$ cat src/rtl/detector_avalon_arbiter_if.sv
// Bus bundle for the two-port detector register arbiter: two Avalon-MM requester
// ports, port 1's lock request, and the shared register-slave port.
interface detector_avalon_arbiter_if #(
    parameter int ADDR_WIDTH = 4
);
    logic [ADDR_WIDTH-1:0] s0_address;
    logic                  s0_read;
    logic                  s0_write;
    logic [31:0]           s0_writedata;
    logic                  s0_waitrequest;
    logic [31:0]           s0_readdata;
    logic                  s0_readdatavalid;

    logic [ADDR_WIDTH-1:0] s1_address;
    logic                  s1_read;
    logic                  s1_write;
    logic [31:0]           s1_writedata;
    logic                  s1_waitrequest;
    logic [31:0]           s1_readdata;
    logic                  s1_readdatavalid;
    logic                  s1_lock;

    logic [ADDR_WIDTH-1:0] m_address;
    logic                  m_read;
    logic                  m_write;
    logic [31:0]           m_writedata;
    logic [31:0]           m_readdata;

    // The arbiter is the Avalon slave of both requesters; the master view is the
    // requesters plus the register bank that answers on m_readdata.
    modport slave (
        input  s0_address, s0_read, s0_write, s0_writedata,
        output s0_waitrequest, s0_readdata, s0_readdatavalid,
        input  s1_address, s1_read, s1_write, s1_writedata, s1_lock,
        output s1_waitrequest, s1_readdata, s1_readdatavalid,
        output m_address, m_read, m_write, m_writedata,
        input  m_readdata
    );

    modport master (
        output s0_address, s0_read, s0_write, s0_writedata,
        input  s0_waitrequest, s0_readdata, s0_readdatavalid,
        output s1_address, s1_read, s1_write, s1_writedata, s1_lock,
        input  s1_waitrequest, s1_readdata, s1_readdatavalid,
        input  m_address, m_read, m_write, m_writedata,
        output m_readdata
    );
endinterface

$ cat src/rtl/detector_avalon_arbiter.sv
// Round-robin arbiter sharing one detector register slave between the host CPU
// (port 0) and the frame sequencer (port 1), with a port-1 bus lock.
module detector_avalon_arbiter #(
    parameter int ADDR_WIDTH = 4
) (
    input logic                      clk,
    input logic                      rst,
    detector_avalon_arbiter_if.slave bus
);
    localparam logic [0:0] ST_RR     = 1'b0;
    localparam logic [0:0] ST_LOCKED = 1'b1;

    logic [0:0]            state;
    logic                  last_grant;   // port id of the most recent acceptance
    logic                  req0;
    logic                  req1;
    logic                  grant0;
    logic                  grant1;
    logic                  accept;
    logic [ADDR_WIDTH-1:0] sel_address;
    logic [31:0]           sel_writedata;
    logic                  sel_read;
    logic                  sel_write;
    logic                  tag_valid;
    logic                  tag_port;

    assign req0 = bus.s0_read | bus.s0_write;
    assign req1 = bus.s1_read | bus.s1_write;

    // NOTE: every output of a combinational block gets a default first so no
    // path through the if/else chain can infer a latch.
    always_comb begin
        grant0 = 1'b0;
        grant1 = 1'b0;
        if (!rst) begin
            if (state == ST_LOCKED) begin
                grant1 = req1;
            end else if (req0 && req1) begin
                grant0 = last_grant;
                grant1 = ~last_grant;
            end else begin
                grant0 = req0;
                grant1 = req1;
            end
        end
    end

    assign bus.s0_waitrequest = rst | (state == ST_LOCKED) | (req0 & ~grant0);
    assign bus.s1_waitrequest = rst | (req1 & ~grant1);

    // A simultaneous read and write is issued as a write only.
    assign accept        = grant0 | grant1;
    assign sel_address   = grant1 ? bus.s1_address   : bus.s0_address;
    assign sel_writedata = grant1 ? bus.s1_writedata : bus.s0_writedata;
    assign sel_write     = grant1 ? bus.s1_write     : bus.s0_write;
    assign sel_read      = grant1 ? (bus.s1_read & ~bus.s1_write)
                                  : (bus.s0_read & ~bus.s0_write);

    // NOTE: sequential state is assigned with non-blocking (<=) so every register
    // samples the pre-edge values regardless of statement order.
    always_ff @(posedge clk) begin
        if (rst) begin
            state                <= ST_RR;
            last_grant           <= 1'b1;
            bus.m_address        <= '0;
            bus.m_writedata      <= '0;
            bus.m_read           <= 1'b0;
            bus.m_write          <= 1'b0;
            tag_valid            <= 1'b0;
            tag_port             <= 1'b0;
            bus.s0_readdatavalid <= 1'b0;
            bus.s1_readdatavalid <= 1'b0;
        end else begin
            bus.m_read  <= accept & sel_read;
            bus.m_write <= accept & sel_write;
            if (accept) begin
                bus.m_address   <= sel_address;
                bus.m_writedata <= sel_writedata;
                last_grant      <= grant1;
            end

            // Owner tag rides alongside m_read, then qualifies the returning data.
            tag_valid            <= accept & sel_read;
            tag_port             <= grant1;
            bus.s0_readdatavalid <= tag_valid & ~tag_port;
            bus.s1_readdatavalid <= tag_valid & tag_port;

            case (state)
                ST_RR:     if (grant1 && bus.s1_lock) state <= ST_LOCKED;
                ST_LOCKED: if (!bus.s1_lock) state <= ST_RR;
                default:   state <= ST_RR;
            endcase
        end
    end

    assign bus.s0_readdata = bus.m_readdata;
    assign bus.s1_readdata = bus.m_readdata;
endmodule

$ cat src/flat_wrapper.sv
// flat-port wrapper written by rule: the top's interface ports become plain ports
module detector_avalon_arbiter_flat 
#(
    parameter int ADDR_WIDTH = 4
)
  (clk, rst, bus_s0_address, bus_s0_read, bus_s0_write, bus_s0_writedata, bus_s0_waitrequest, bus_s0_readdata, bus_s0_readdatavalid, bus_s1_address, bus_s1_read, bus_s1_write, bus_s1_writedata, bus_s1_lock, bus_s1_waitrequest, bus_s1_readdata, bus_s1_readdatavalid, bus_m_address, bus_m_read, bus_m_write, bus_m_writedata, bus_m_readdata);
  detector_avalon_arbiter_if #(.ADDR_WIDTH(ADDR_WIDTH)) bus_i ();
  input logic clk;
  input logic rst;
  input wire logic [$bits(bus_i.s0_address)-1:0] bus_s0_address;
  input wire logic [$bits(bus_i.s0_read)-1:0] bus_s0_read;
  input wire logic [$bits(bus_i.s0_write)-1:0] bus_s0_write;
  input wire logic [$bits(bus_i.s0_writedata)-1:0] bus_s0_writedata;
  output wire logic [$bits(bus_i.s0_waitrequest)-1:0] bus_s0_waitrequest;
  output wire logic [$bits(bus_i.s0_readdata)-1:0] bus_s0_readdata;
  output wire logic [$bits(bus_i.s0_readdatavalid)-1:0] bus_s0_readdatavalid;
  input wire logic [$bits(bus_i.s1_address)-1:0] bus_s1_address;
  input wire logic [$bits(bus_i.s1_read)-1:0] bus_s1_read;
  input wire logic [$bits(bus_i.s1_write)-1:0] bus_s1_write;
  input wire logic [$bits(bus_i.s1_writedata)-1:0] bus_s1_writedata;
  input wire logic [$bits(bus_i.s1_lock)-1:0] bus_s1_lock;
  output wire logic [$bits(bus_i.s1_waitrequest)-1:0] bus_s1_waitrequest;
  output wire logic [$bits(bus_i.s1_readdata)-1:0] bus_s1_readdata;
  output wire logic [$bits(bus_i.s1_readdatavalid)-1:0] bus_s1_readdatavalid;
  output wire logic [$bits(bus_i.m_address)-1:0] bus_m_address;
  output wire logic [$bits(bus_i.m_read)-1:0] bus_m_read;
  output wire logic [$bits(bus_i.m_write)-1:0] bus_m_write;
  output wire logic [$bits(bus_i.m_writedata)-1:0] bus_m_writedata;
  input wire logic [$bits(bus_i.m_readdata)-1:0] bus_m_readdata;
  assign bus_i.s0_address = bus_s0_address;
  assign bus_i.s0_read = bus_s0_read;
  assign bus_i.s0_write = bus_s0_write;
  assign bus_i.s0_writedata = bus_s0_writedata;
  assign bus_s0_waitrequest = bus_i.s0_waitrequest;
  assign bus_s0_readdata = bus_i.s0_readdata;
  assign bus_s0_readdatavalid = bus_i.s0_readdatavalid;
  assign bus_i.s1_address = bus_s1_address;
  assign bus_i.s1_read = bus_s1_read;
  assign bus_i.s1_write = bus_s1_write;
  assign bus_i.s1_writedata = bus_s1_writedata;
  assign bus_i.s1_lock = bus_s1_lock;
  assign bus_s1_waitrequest = bus_i.s1_waitrequest;
  assign bus_s1_readdata = bus_i.s1_readdata;
  assign bus_s1_readdatavalid = bus_i.s1_readdatavalid;
  assign bus_m_address = bus_i.m_address;
  assign bus_m_read = bus_i.m_read;
  assign bus_m_write = bus_i.m_write;
  assign bus_m_writedata = bus_i.m_writedata;
  assign bus_i.m_readdata = bus_m_readdata;
  detector_avalon_arbiter #(.ADDR_WIDTH(ADDR_WIDTH)) u_core (.clk(clk), .rst(rst), .bus(bus_i));
endmodule
$ cat config.mk
export PLATFORM = sky130hd
export DESIGN_NAME = detector_avalon_arbiter_flat
export DESIGN_NICKNAME = d
export VERILOG_FILES = /design/src/rtl/detector_avalon_arbiter_if.sv /design/src/rtl/detector_avalon_arbiter.sv /design/src/flat_wrapper.sv
export SDC_FILE = /design/constraint.sdc
export NUM_CORES = 1
export LEC_CHECK = 0
export ABC_CLOCK_PERIOD_IN_PS = 1200
export CAP_MARGIN = 40
export CORE_ASPECT_RATIO = 1.5
export CORE_UTILIZATION = 28
export DETAILED_ROUTE_END_ITERATION = 8
export PLACE_DENSITY_LB_ADDON = 0.12
export SLEW_MARGIN = 20
export SYNTH_ARGS = -nofsm -noshare
export SYNTH_HDL_FRONTEND = slang
export SYNTH_SLANG_ARGS = --single-unit
$ cat constraint.sdc
create_clock -name clk -period 1.2 [get_ports clk]
set_input_delay 0.18 -clock clk [delete_from_list [all_inputs] [get_ports clk]]
set_output_delay 0.18 -clock clk [all_outputs]
set_load 0.005 [all_outputs]
### Yosys cells after proc, flatten, opt, wreduce, memory -nomap -nowiden

Cells that the tools add are included.

* flip-flop bits (word level): 43
* bits in latches: 0
* RAM bits: 0
* bits in read-only memories: 0
* bits of input ports: 111
* output and inout port bits: 106
* logic and storage cells: 45
* memories: 0

* $add $sub $neg: 0
* multiply operators: 0
* divide/modulo/power cells: 0
* magnitude comparators: 0
* eq/ne operators: 0
* shifts and indexed selects: 0
* multiplexer cells: 13
* bitwise operators: 21
* reduce and logical (&&, ||, !) cells: 2

Operator list (count)
* $mux 32: 1
* $mux 1: 10
* $and 1x1->1: 8
* $not 1->1: 7
* $or 1x1->1: 6
* $mux 4: 1
* $logic_and 1x1->1: 2
* $pmux 1 s2: 1

### Logic depth before layout (Yosys ltp)

Gate-level depths: netlist (run 1).

* depth in word-level cells: 8
* depth in mapped cells: 8
* gate-level depth less buffers: 5

### Least setup slack after synthesis (run 1)

Ideal clock, no wire load.

* path type: register -> register
* start: reg u_core.last_grant
* end: reg u_core.bus.m_writedata[15]
* library setup time: 132 ps
* arrival: 1162 ps
* data required time: 1068 ps
* setup slack: -94 ps
* cell stages (with the launch flop): 8
* path buffers: 2
* clock period less this slack: 1294 ps
* cell sequence: dfxtp_1 > nand2b_1 > o21ai_2 > inv_2 > buf_4 > buf_6 > a22oi_2 > a21oi_1

* longest elaborated chain between the ends: 5
* elaborated cells between the ends (all ways): 9
* those cells by class: 7 x mux; 2 x bitwise

RTL lines
* start, declared: RTL line detector_avalon_arbiter.sv:14 `logic last_grant;`
* start signal, assigned: RTL line detector_avalon_arbiter.sv:79 `last_grant <= grant1;`
* $not 1->1: RTL line detector_avalon_arbiter.sv:40 `grant1 = ~last_grant;`
* $mux 1: RTL line detector_avalon_arbiter.sv:38 `end else if (req0 && req1) begin`
* $mux 1: RTL line detector_avalon_arbiter.sv:36 `if (state == ST_LOCKED) begin`
* $mux 1: RTL line detector_avalon_arbiter.sv:35 `if (!rst) begin`
* $mux 32 / $or 1x1->1 (equally long branches): RTL line detector_avalon_arbiter.sv:54, detector_avalon_arbiter.sv:52
* end signal, assigned: RTL line detector_avalon_arbiter.sv:78 `bus.m_writedata <= sel_writedata;`
* end, declared: RTL line detector_avalon_arbiter_if.sv:36 `output m_address, m_read, m_write, m_writedata,`

Several ways; a longest one is shown, not always the timed one.
A chain may end at the register's enable or synchronous reset.

### Final worst setup path (run 1)

* start: reg u_core.last_grant
* end: reg u_core.bus.m_writedata[24]

The elaborated chain is that of the path after synthesis.

==> flow_metrics.env, run 1 <==
export IMPL_drt_wirelength_per_cell_um=17.3
export IMPL_synth_edf_count=0
export IMPL_first_iter_violations=64
export IMPL_grt_overflow_total=0
export IMPL_drc=0
export IMPL_wirelength_um=7540
export IMPL_critical_path_buf_inv_count=3
export IMPL_avgViaCountPerCell=4.81
export IMPL_n_fill_cell=803
export IMPL_cts_tree="done"
export IMPL_fin_skew_ps=2.99
export IMPL_first_global_vias=2054
export IMPL_violations="negative setup slack"
export IMPL_dr_total_vias=2100
export IMPL_critPathLaunchType="flip-flop"
export IMPL_fin_ws_ps=-244
export IMPL_numCtsBuffers=5
export IMPL_max_stage_delay_ps=340
export IMPL_initial_utilization_pct=29.3
export IMPL_final_nets=442
export IMPL_synthFlopType="dfxtp_1"
export IMPL_area_growth_synth_to_final_pct=63.5
export IMPL_avgSynthCellArea_sq_um=9.24
export IMPL_clk_path_buf_depth=2
export IMPL_post_place_ws_ps=-628
export IMPL_status="complete, but fails checks"
export IMPL_yosysSeqAreaShare_pct=36.0
export IMPL_slowest_stage="dfxtp_2"
export IMPL_clock_sinks=43
export IMPL_worstMarginPinSlew_ps=458
export IMPL_end_kind="flip-flop"
export IMPL_clk_pin_slew_worst_paths_ps=60
export IMPL_io_pins=217
export IMPL_p_per_area_mw_per_mm2=1100
export IMPL_cts_max_level=2
export IMPL_syn_inst=259
export IMPL_die_area_sq_mm=0.00893
export IMPL_grt_first_pass_wirelength_um=11000
export IMPL_core_area_sq_mm=0.00816
export IMPL_layout_min_cycle_time_ps=1440
export IMPL_crit_arrival_ps=1590
export IMPL_n_antenna_cell=0
export IMPL_antenna_found_initial=0
export IMPL_ys_async_sr_fraction_pct=0
export IMPL_grt_max_degree=38
export IMPL_setup_viol=40
export IMPL_relSlewSlack_pct=69.5
export IMPL_critical_path_top_delay_family="compound AO/OA/AOI/OAI gates"
export IMPL_placementRows=40
export IMPL_ctsRootBufferMaster="clkbuf_16"
export IMPL_yosysWarnings=0
export IMPL_vdd_drop_max_mv=0.544
export IMPL_synth_cell_types=28
export IMPL_ys_ff_latch=43
export IMPL_p_leak_nw=1.52
export IMPL_place_port_buffers=120
export IMPL_grt_util_all_layers_pct=16.3
export IMPL_place_hpwl_um=5210
export IMPL_drive_gt1_share_pct=35.2
export IMPL_crit_type="reg -> reg"
export IMPL_clkLatencyLatePin_ps=280
export IMPL_setup_tns_final_ps=-6630
export IMPL_crit_chain="buf_6 > o221a_4 > buf_12 > clkbuf_16 > a22oi_2 > a21oi_2"
export IMPL_drtPass1Iterations=4
export IMPL_gp_congestion=0.759
export IMPL_synth_area_sq_mm=0.00239
export IMPL_critical_path_required_ps=1350
export IMPL_syn_num_nets=370
export IMPL_place_inst=420
export IMPL_crit_fanout=8
export IMPL_die_h_um=115
export IMPL_die_w_um=77.5
export IMPL_grt_setup_unrepaired="yes"
export IMPL_min_path_type="in -> reg"
export IMPL_power_mw=4.30
export IMPL_fmax_mhz=692
export IMPL_layout_worst_path_cycle_share_pct=120
export IMPL_fin_util_pct=48.0
export IMPL_cap_violations=0
export IMPL_final_instance_count_excl_fill=437
export IMPL_drtAntennaViolNets=0
export IMPL_slew_violations=0
export IMPL_final_hold_viol_count=0
repair_timing:
| item | 4_1_cts | 5_1_grt |
|---|---|---|
| cloned | 2 | 4 |
| hold buffers | 0 | 0 |
| setup endpoints to repair | 81 | 40 |
| pin swaps | 8 | 45 |
| resized for setup | 76 | 38 |
| setup buffers | 3 | 2 |
worst reg2reg max path, delay by kind of cell, from the launching register on:
family	cells	cell delay [ps]
AO/OA/AOI/OAI	3	550
flip-flops	1	340
buffers and inverters	3	430
routing by layer:
layer / track usage, % / vias up / wire length [um]
met5: 0 / - / 0
met4: 10.4 / 0 / 309
met3: 2.62 / 49 / 401
met2: 30.9 / 54 / 4270
met1: 16.3 / 990 / 2560
li1: - / 1007 / -
layout make-up:
class	instances	area [sq um]	area share, %
multi-input cells	130	1170	30.0
inverters	2	7.51	0.192
repair buffers	149	1580	40.4
flip-flops and latches	43	863	22.1
well taps	105	131	3.36
clock buffers	8	156	4.00
cells by family after synthesis:
group,synth area share [%]
AO/OA/AOI/OAI,27.1
buffers and inverters,26.4
flip-flops,36.0
AND/OR/NAND/NOR,10.5
state kept, by name (all words and copies together) (netlist names):
register	flops
u_core.bus.m_read	1
u_core.bus.s0_readdatavalid	1
u_core.bus.s1_readdatavalid	1
u_core.last_grant	1
u_core.bus.m_address	4
u_core.state	1
u_core.bus.m_writedata	32
u_core.bus.m_write	1
u_core.tag_port	1
final timing paths:
kind	from	end	slack (ps)	cells past startpoint
worst max-delay path	u_core.last_grant$_SDFFE_PP1P_	u_core.bus.m_writedata[24]$_SDFFE_PP0P_	-240	6
worst max register to register	u_core.last_grant$_SDFFE_PP1P_	u_core.bus.m_writedata[24]$_SDFFE_PP0P_	-240	6
worst min-delay path	rst	u_core.bus.m_writedata[28]$_SDFFE_PP0P_	260	3
worst min register to register	u_core.tag_port$_SDFF_PP0_	u_core.bus.s0_readdatavalid$_SDFF_PP0_	420	1
metrics by stage:
stage / area [sq um] / hold WS (ps)
after floorplan: 2420 / 272
after global placement: 3360 / 360
after detailed placement: 3360 / 360
after CTS: 3640 / 264
after global routing: 3910 / 283
final: 3910 / 264
placed cells by master, fill, tap and decap left out, types with 2 or more instances in the layout:
cell,count
dfxtp_2,2
nor3b_1,2
a22oi_1,5
nand3_1,11
buf_8,2
clkbuf_16,9
buf_12,9
buf_2,3
a22oi_2,31
nor2_1,2
a21oi_2,8
nand3_2,23
dfxtp_1,41
buf_4,9
clkbuf_8,2
clkdlybuf4s50_1,73
nor2_4,2
dlygate4sd2_1,44
a21oi_1,29
buf_6,4
synthesized netlist by cell type, drive strengths merged, types with 2 or more instances:
cell type	count	area (sq um)
a21oi	37	185
inv	2	7.50
nand2	2	7.51
nor3b	2	15.0
nand3	35	175
a22oi	36	370
dfxtp	43	861
clkbuf	4	15.0
buf	80	609
nor2	5	26.3
power breakdown:
part | total (mW) | leakage (nW) | internal (mW) | switching, mW
clock | 1.40 | 0.0772 | 0.885 | 0.513
combinational | 1.28 | 1.09 | 0.747 | 0.532
sequential | 1.62 | 0.354 | 1.55 | 0.0670
Power figures use the tool's default switching activity.
==> run 2: changes to the inputs <==
--- a/config.mk
+++ b/config.mk
@@ -8,7 +8,8 @@
 export ABC_CLOCK_PERIOD_IN_PS = 1200
 export CAP_MARGIN = 40
 export CORE_ASPECT_RATIO = 1.5
-export CORE_UTILIZATION = 28
+export CORE_UTILIZATION = 27
+export CTS_CLUSTER_SIZE = 24
 export DETAILED_ROUTE_END_ITERATION = 8
 export PLACE_DENSITY_LB_ADDON = 0.12
 export SLEW_MARGIN = 20
==> run 2 against run 1 <==
The run still ends with negative setup slack left; sequential power barely moved; first-iteration DRC count up 28%; setup slack better by 34 ps; design area down 3.5%; highest routed layer unchanged; die area increased by 3.6%; critical path depth fell by 2; combinational power fell by 3%; clock skew increased by 1.6 ps; worst hold slack lost 63 ps; flip-flop and latch count is the same.
==> flow_metrics.env, run 2 (synthesized netlist as in run 1, its figures left out) <==
export IMPL_die_h_um=117
export IMPL_critPathLaunchType="flip-flop"
export IMPL_io_pins=217
export IMPL_n_antenna_cell=0
export IMPL_drtAntennaViolNets=0
export IMPL_fin_ws_ps=-210
export IMPL_wl_met1_um=2760
export IMPL_clk_pin_slew_worst_paths_ps=60
export IMPL_final_common_cell="clkdlybuf4s50_1"
export IMPL_area_growth_synth_to_final_pct=57.8
export IMPL_crit_type="reg -> out"
export IMPL_clock_sinks=43
export IMPL_fin_skew_ps=4.55
export IMPL_first_iter_violations=82
export IMPL_drive_gt1_share_pct=31.5
export IMPL_grt_overflow_total=0
export IMPL_layout_common_cells="clkdlybuf4s50_1 (73), dlygate4sd2_1 (44), dfxtp_1 (39)"
export IMPL_violations="negative setup slack"
export IMPL_critical_path_startpoint="u_core.state$_SDFF_PP0_"
export IMPL_crit_arrival_ps=1230
export IMPL_initial_utilization_pct=28.1
export IMPL_clkLatencyLatePin_ps=290
export IMPL_grt_util_all_layers_pct=16.6
export IMPL_top_layer="met4"
export IMPL_status="complete, but fails checks"
export IMPL_grt_max_degree=40
export IMPL_worstMarginPinSlew_ps=506
export IMPL_final_nets=443
export IMPL_p_leak_nw=1.49
export IMPL_n_fill_cell=883
export IMPL_drc=0
export IMPL_timing_rr_start="u_core.state$_SDFF_PP0_"
export IMPL_final_instance_count_excl_fill=440
export IMPL_placementRows=41
export IMPL_gp_congestion=0.799
export IMPL_reg_largest_list="u_core.bus.m_writedata (32), u_core.bus.m_address (4)"
export IMPL_numCtsBuffers=5
export IMPL_cts_max_level=2
export IMPL_place_port_buffers=120
export IMPL_min_path_type="in -> reg"
export IMPL_setup_viol=40
export IMPL_drt_wirelength_per_cell_um=18.0
export IMPL_place_hpwl_um=5300
export IMPL_clk_path_buf_depth=2
export IMPL_largest_register="u_core.bus.m_writedata"
export IMPL_ctsRootBufferMaster="clkbuf_16"
export IMPL_relSlewSlack_pct=66.3
export IMPL_wirelength_um=7920
export IMPL_hold_ws_ps=202
export IMPL_largest_reg_flops=32
export IMPL_grt_setup_unrepaired="yes"
export IMPL_dr_wl_met3_um=457
export IMPL_wl_met2_um=4300
export IMPL_cap_violations=0
export IMPL_cts_tree="done"
export IMPL_antenna_found_initial=0
export IMPL_vdd_drop_max_mv=0.500
export IMPL_grt_first_pass_wirelength_um=11600
export IMPL_p_per_area_mw_per_mm2=1100
export IMPL_die_w_um=78.9
export IMPL_core_area_sq_mm=0.00852
export IMPL_drtPass1Iterations=4
export IMPL_avgViaCountPerCell=4.81
export IMPL_layout_min_cycle_time_ps=1410
export IMPL_place_inst=421
export IMPL_hp_start="rst"
export IMPL_crit_fanout=2
export IMPL_postCtsHoldBufs=0
export IMPL_slew_violations=0
export IMPL_fin_util_pct=44.4
export IMPL_layout_worst_path_cycle_share_pct=117
export IMPL_first_global_vias=2156
export IMPL_setup_tns_final_ps=-6130
export IMPL_critical_path_required_ps=1020
export IMPL_dr_total_vias=2118
export IMPL_final_hold_viol_count=0
export IMPL_fmax_mhz=709
export IMPL_die_area_sq_mm=0.00925
export IMPL_end_kind="output port"
==> run 2: worst max-delay path, cell delays in order, from the launching register on <==
cell	delay [ps]
dfxtp_2	320
nand2b_4	150
or2_4	230
o21bai_1	120
buf_2	120
==> run 2: what timing repair did <==
action,in CTS,in global routing
endpoints found under the hold margin,0,0
buffers inserted,4,1
gates resized for setup,79,27
endpoints found under the setup margin,81,41
cloned,3,3
pin swaps,15,3
==> run 2: per-layer routing <==
layer | vias up | global-route usage, %
li1 | 1012 | -
met1 | 992 | 16.1
met2 | 73 | 30.9
met3 | 41 | 3.11
met4 | 0 | 10.8
met5 | - | 0
==> run 2: path summary, 6_finish.rpt <==
check                                                  to  slack [ps]  cells after the start
setup / recovery                       bus_s1_waitrequest        -210                      4
hold / removal             u_core.last_grant$_SDFFE_PP1P_         200                      2
setup reg to reg  u_core.bus.m_writedata[14]$_SDFFE_PP0P_        -190                      6
hold reg to reg    u_core.bus.s0_readdatavalid$_SDFF_PP0_         420                      1
==> run 2: final cells by class <==
class | instances | area (sq um) | area share (%)
repair buffers | 150 | 1550 | 40.9
flip-flops and latches | 43 | 866 | 22.9
clock buffers | 7 | 133 | 3.51
multi-input cells | 130 | 1080 | 28.7
inverters | 2 | 10.0 | 0.265
clock inverters | 1 | 5.00 | 0.132
well taps | 107 | 134 | 3.54
==> run 2: where the power goes <==
part	internal (mW)	leakage, nW	switching [mW]	total (mW)
logic	0.719	1.07	0.519	1.24
clock network	0.770	0.0679	0.552	1.32
registers	1.55	0.355	0.0576	1.61
total	3.04	1.49	1.13	4.17
==> run 2: per-stage QoR <==
stage | power (mW) | setup WS [ps] | cell area (sq um)
after floorplan | 2.26 | -33.3 | 2420
after global placement | 2.74 | -645 | 3310
after detailed placement | 2.76 | -652 | 3310
after CTS | 4.14 | -239 | 3610
after global routing | 4.37 | -294 | 3780
final | 4.17 | -210 | 3780
==> run 3: changes to the inputs <==
--- a/config.mk
+++ b/config.mk
@@ -5,6 +5,7 @@
 export SDC_FILE = /design/constraint.sdc
 export NUM_CORES = 1
 export LEC_CHECK = 0
+export ABC_AREA = 1
 export ABC_CLOCK_PERIOD_IN_PS = 1200
 export CAP_MARGIN = 40
 export CORE_ASPECT_RATIO = 1.5
==> run 3 against run 2 <==
The run still ends with negative setup slack left; flip-flop and latch count unchanged; routed wire length increased by 5.8%; synthesized area increased by 12%; maximum frequency increased by 3.4%; critical path depth increased by 4; sequential share of layout area decreased by 1.5 points; first-iteration DRC count increased by 22%; via count increased by 24%; die area increased by 12%; design area increased by 7.3%; synthesized cell count increased by 59%; non-clock buffer count increased by 3; critical path type is now reg -> reg.
==> flow_metrics.env, run 3 <==
export IMPL_drive_gt1_share_pct=16.2
export IMPL_syn_inst=413
export IMPL_fin_util_pct=41.8
export IMPL_die_w_um=83.5
export IMPL_yosysSeqAreaShare_pct=32.0
export IMPL_fin_skew_ps=2.54
export IMPL_largest_reg_flops=32
export IMPL_reg_largest_list="u_core.bus.m_writedata (32), u_core.bus.m_address (4)"
export IMPL_placementRows=44
export IMPL_ys_ff_latch=43
export IMPL_fin_ws_ps=-163
export IMPL_ys_async_sr_fraction_pct=0
export IMPL_setup_viol=40
export IMPL_layout_common_cells="nor2_1 (97), clkdlybuf4s50_1 (73), nand3_1 (72)"
export IMPL_grt_util_all_layers_pct=16.0
export IMPL_place_area_sq_mm=0.00366
export IMPL_crit_type="reg -> reg"
export IMPL_final_common_cell="nor2_1"
export IMPL_drtPass1Iterations=4
export IMPL_synthTopCellsByCount="nor2_1 (109), nand3_1 (72), buf_4 (71), nand2_1 (45), dfxtp_1 (43)"
export IMPL_numCtsBuffers=5
export IMPL_synth_area_leaders="dfxtp_1 (32%), buf_4 (20%), nor2_1 (15%)"
export IMPL_avgSynthCellArea_sq_um=6.52
export IMPL_n_fill_cell=1030
export IMPL_yosysWarnings=0
export IMPL_die_area_sq_mm=0.0104
export IMPL_cap_violations=0
export IMPL_crit_arrival_ps=1540
export IMPL_p_per_area_mw_per_mm2=1090
export IMPL_n_antenna_cell=0
export IMPL_ctsRootBufferMaster="clkbuf_16"
export IMPL_final_hold_viol_count=0
export IMPL_violations="negative setup slack"
export IMPL_multi_input_area_sq_mm=0.00119
export IMPL_place_port_buffers=120
export IMPL_wirelength_um=8380
export IMPL_cts_max_level=2
export IMPL_clk_pin_slew_worst_paths_ps=60
export IMPL_min_path_type="in -> reg"
export IMPL_cts_tree="done"
export IMPL_p_leak_nw=1.92
export IMPL_grt_max_degree=24
export IMPL_drtAntennaViolNets=0
export IMPL_antenna_found_initial=0
export IMPL_grt_first_pass_wirelength_um=12900
export IMPL_io_pins=217
export IMPL_dr_total_vias=2621
export IMPL_final_seq_area_sq_um=867
export IMPL_final_nets=599
export IMPL_grt_setup_unrepaired="yes"
export IMPL_synth_top_area_share_pct=32.0
export IMPL_synth_edf_count=0
export IMPL_slew_violations=0
export IMPL_end_kind="flip-flop"
export IMPL_gp_congestion=0.750
export IMPL_synth_cell_types=21
export IMPL_relSlewSlack_pct=81.5
export IMPL_fin_area_sq_mm=0.00405
export IMPL_synth_area_sq_mm=0.00269
export IMPL_avgViaCountPerCell=4.34
export IMPL_vdd_drop_max_mv=0.573
export IMPL_core_area_sq_mm=0.00969
export IMPL_critical_path_required_ps=1380
export IMPL_largest_register="u_core.bus.m_writedata"
export IMPL_synthMostInstantiatedCell="nor2_1"
export IMPL_crit_fanout=5
export IMPL_first_global_vias=2526
export IMPL_drc=0
export IMPL_clk_path_buf_depth=2
export IMPL_area_growth_synth_to_final_pct=50.5
export IMPL_critPathLaunchType="flip-flop"
export IMPL_clkLatencyLatePin_ps=280
export IMPL_first_iter_violations=100
export IMPL_drt_wirelength_per_cell_um=13.9
export IMPL_die_h_um=124
export IMPL_layout_min_cycle_time_ps=1360
export IMPL_worstMarginPinSlew_ps=277
export IMPL_layout_worst_path_cycle_share_pct=114
export IMPL_grt_overflow_total=0
export IMPL_clock_sinks=43
export IMPL_postCtsHoldBufs=0
export IMPL_place_hpwl_um=5850
export IMPL_fmax_mhz=734
export IMPL_synth_largest_area_cell="dfxtp_1"
export IMPL_initial_utilization_pct=27.8
export IMPL_status="complete, but fails checks"
export IMPL_syn_num_nets=524
export IMPL_synthFlopType="dfxtp_1"
[run 3: cell count changes in the layout (fill, tap and decap cells not counted), sizes merged, moves of 2 or more]
cell	before	now
inv	2	44
a21oi	37	1
a22oi	36	0
nor3b	2	0
o21ai	1	5
nand3	35	72
nor2	5	112
nand2	2	48
buf	30	35
[run 3: cell families (layout without fill, tap and decap cells)]
family / count (synthesis) / after routing / share of synthesized area, %
simple gates: 233 / 233 / 37.4
buf+inv: 129 / 205 / 29.0
flops: 43 / 43 / 32.0
compound gates: 8 / 8 / 1.67
[run 3: worst paths after layout]
path	startpoint	end	slack (ps)	cells after the start
worst min register to register	u_core.tag_port$_SDFF_PP0_	u_core.bus.s0_readdatavalid$_SDFF_PP0_	430	1
worst max-delay path	u_core.state$_SDFF_PP0_	u_core.bus.m_read$_SDFF_PP0_	-160	8
worst min-delay path	rst	u_core.last_grant$_SDFFE_PP1P_	310	4
worst max register to register	u_core.state$_SDFF_PP0_	u_core.bus.m_read$_SDFF_PP0_	-160	8
[run 3: power by group]
part           internal [mW]  switching, mW  total, mW
Clock                  0.886          0.546       1.43
Combinational          0.738          0.630       1.37
Sequential              1.55         0.0530       1.60
Total                   3.17           1.23       4.40
[run 3: through the flow]
| step | instances | worst slack, ps | power, mW | hold WS [ps] | TNS, ps |
|---|---|---|---|---|---|
| 5_1_grt | 604 | -228 | 4.67 | 333 | -7610 |
| 4_1_cts | 599 | -151 | 4.42 | 307 | -4810 |
| 3_3_place_gp | 585 | -664 | 2.87 | 360 | -26740 |
| 6_report | 604 | -163 | 4.40 | 313 | -4610 |
| 2_1_floorplan | 413 | 16.7 | 2.34 | 303 | 0 |
| 3_5_place_dp | 585 | -697 | 2.88 | 360 | -27700 |
[run 3: critical path, cell delays in order, from the launching register on]
cell	delay, ps
dfxtp_2	340
nor2_4	140
nand2_4	80
buf_12	130
nand2_8	70
nand2_8	90
buf_4	150
buf_6	100
and3_4	160
[run 3: metal layers]
metal	share of wire, %	vias up	global-route usage, %
met5	0	-	0
met4	4.1	0	8.57
met3	6.7	35	3.98
met2	53	78	30.5
met1	36	1158	15.6
li1	-	1350	-
[run 3: layout make-up]
type	instances	share of cell area, %
Timing Repair Buffer	153	37.8
Clock buffer	8	3.86
Tap cell	115	3.55
Inverter	44	4.14
Multi-Input combinational cell	241	29.3
Sequential cell	43	21.4
[run 3: repair_timing]
action	in CTS	in global routing
endpoints found under the setup margin	82	40
setup buffers	5	4
pin swaps	6	11
resized for setup	87	15
gates cloned	2	1
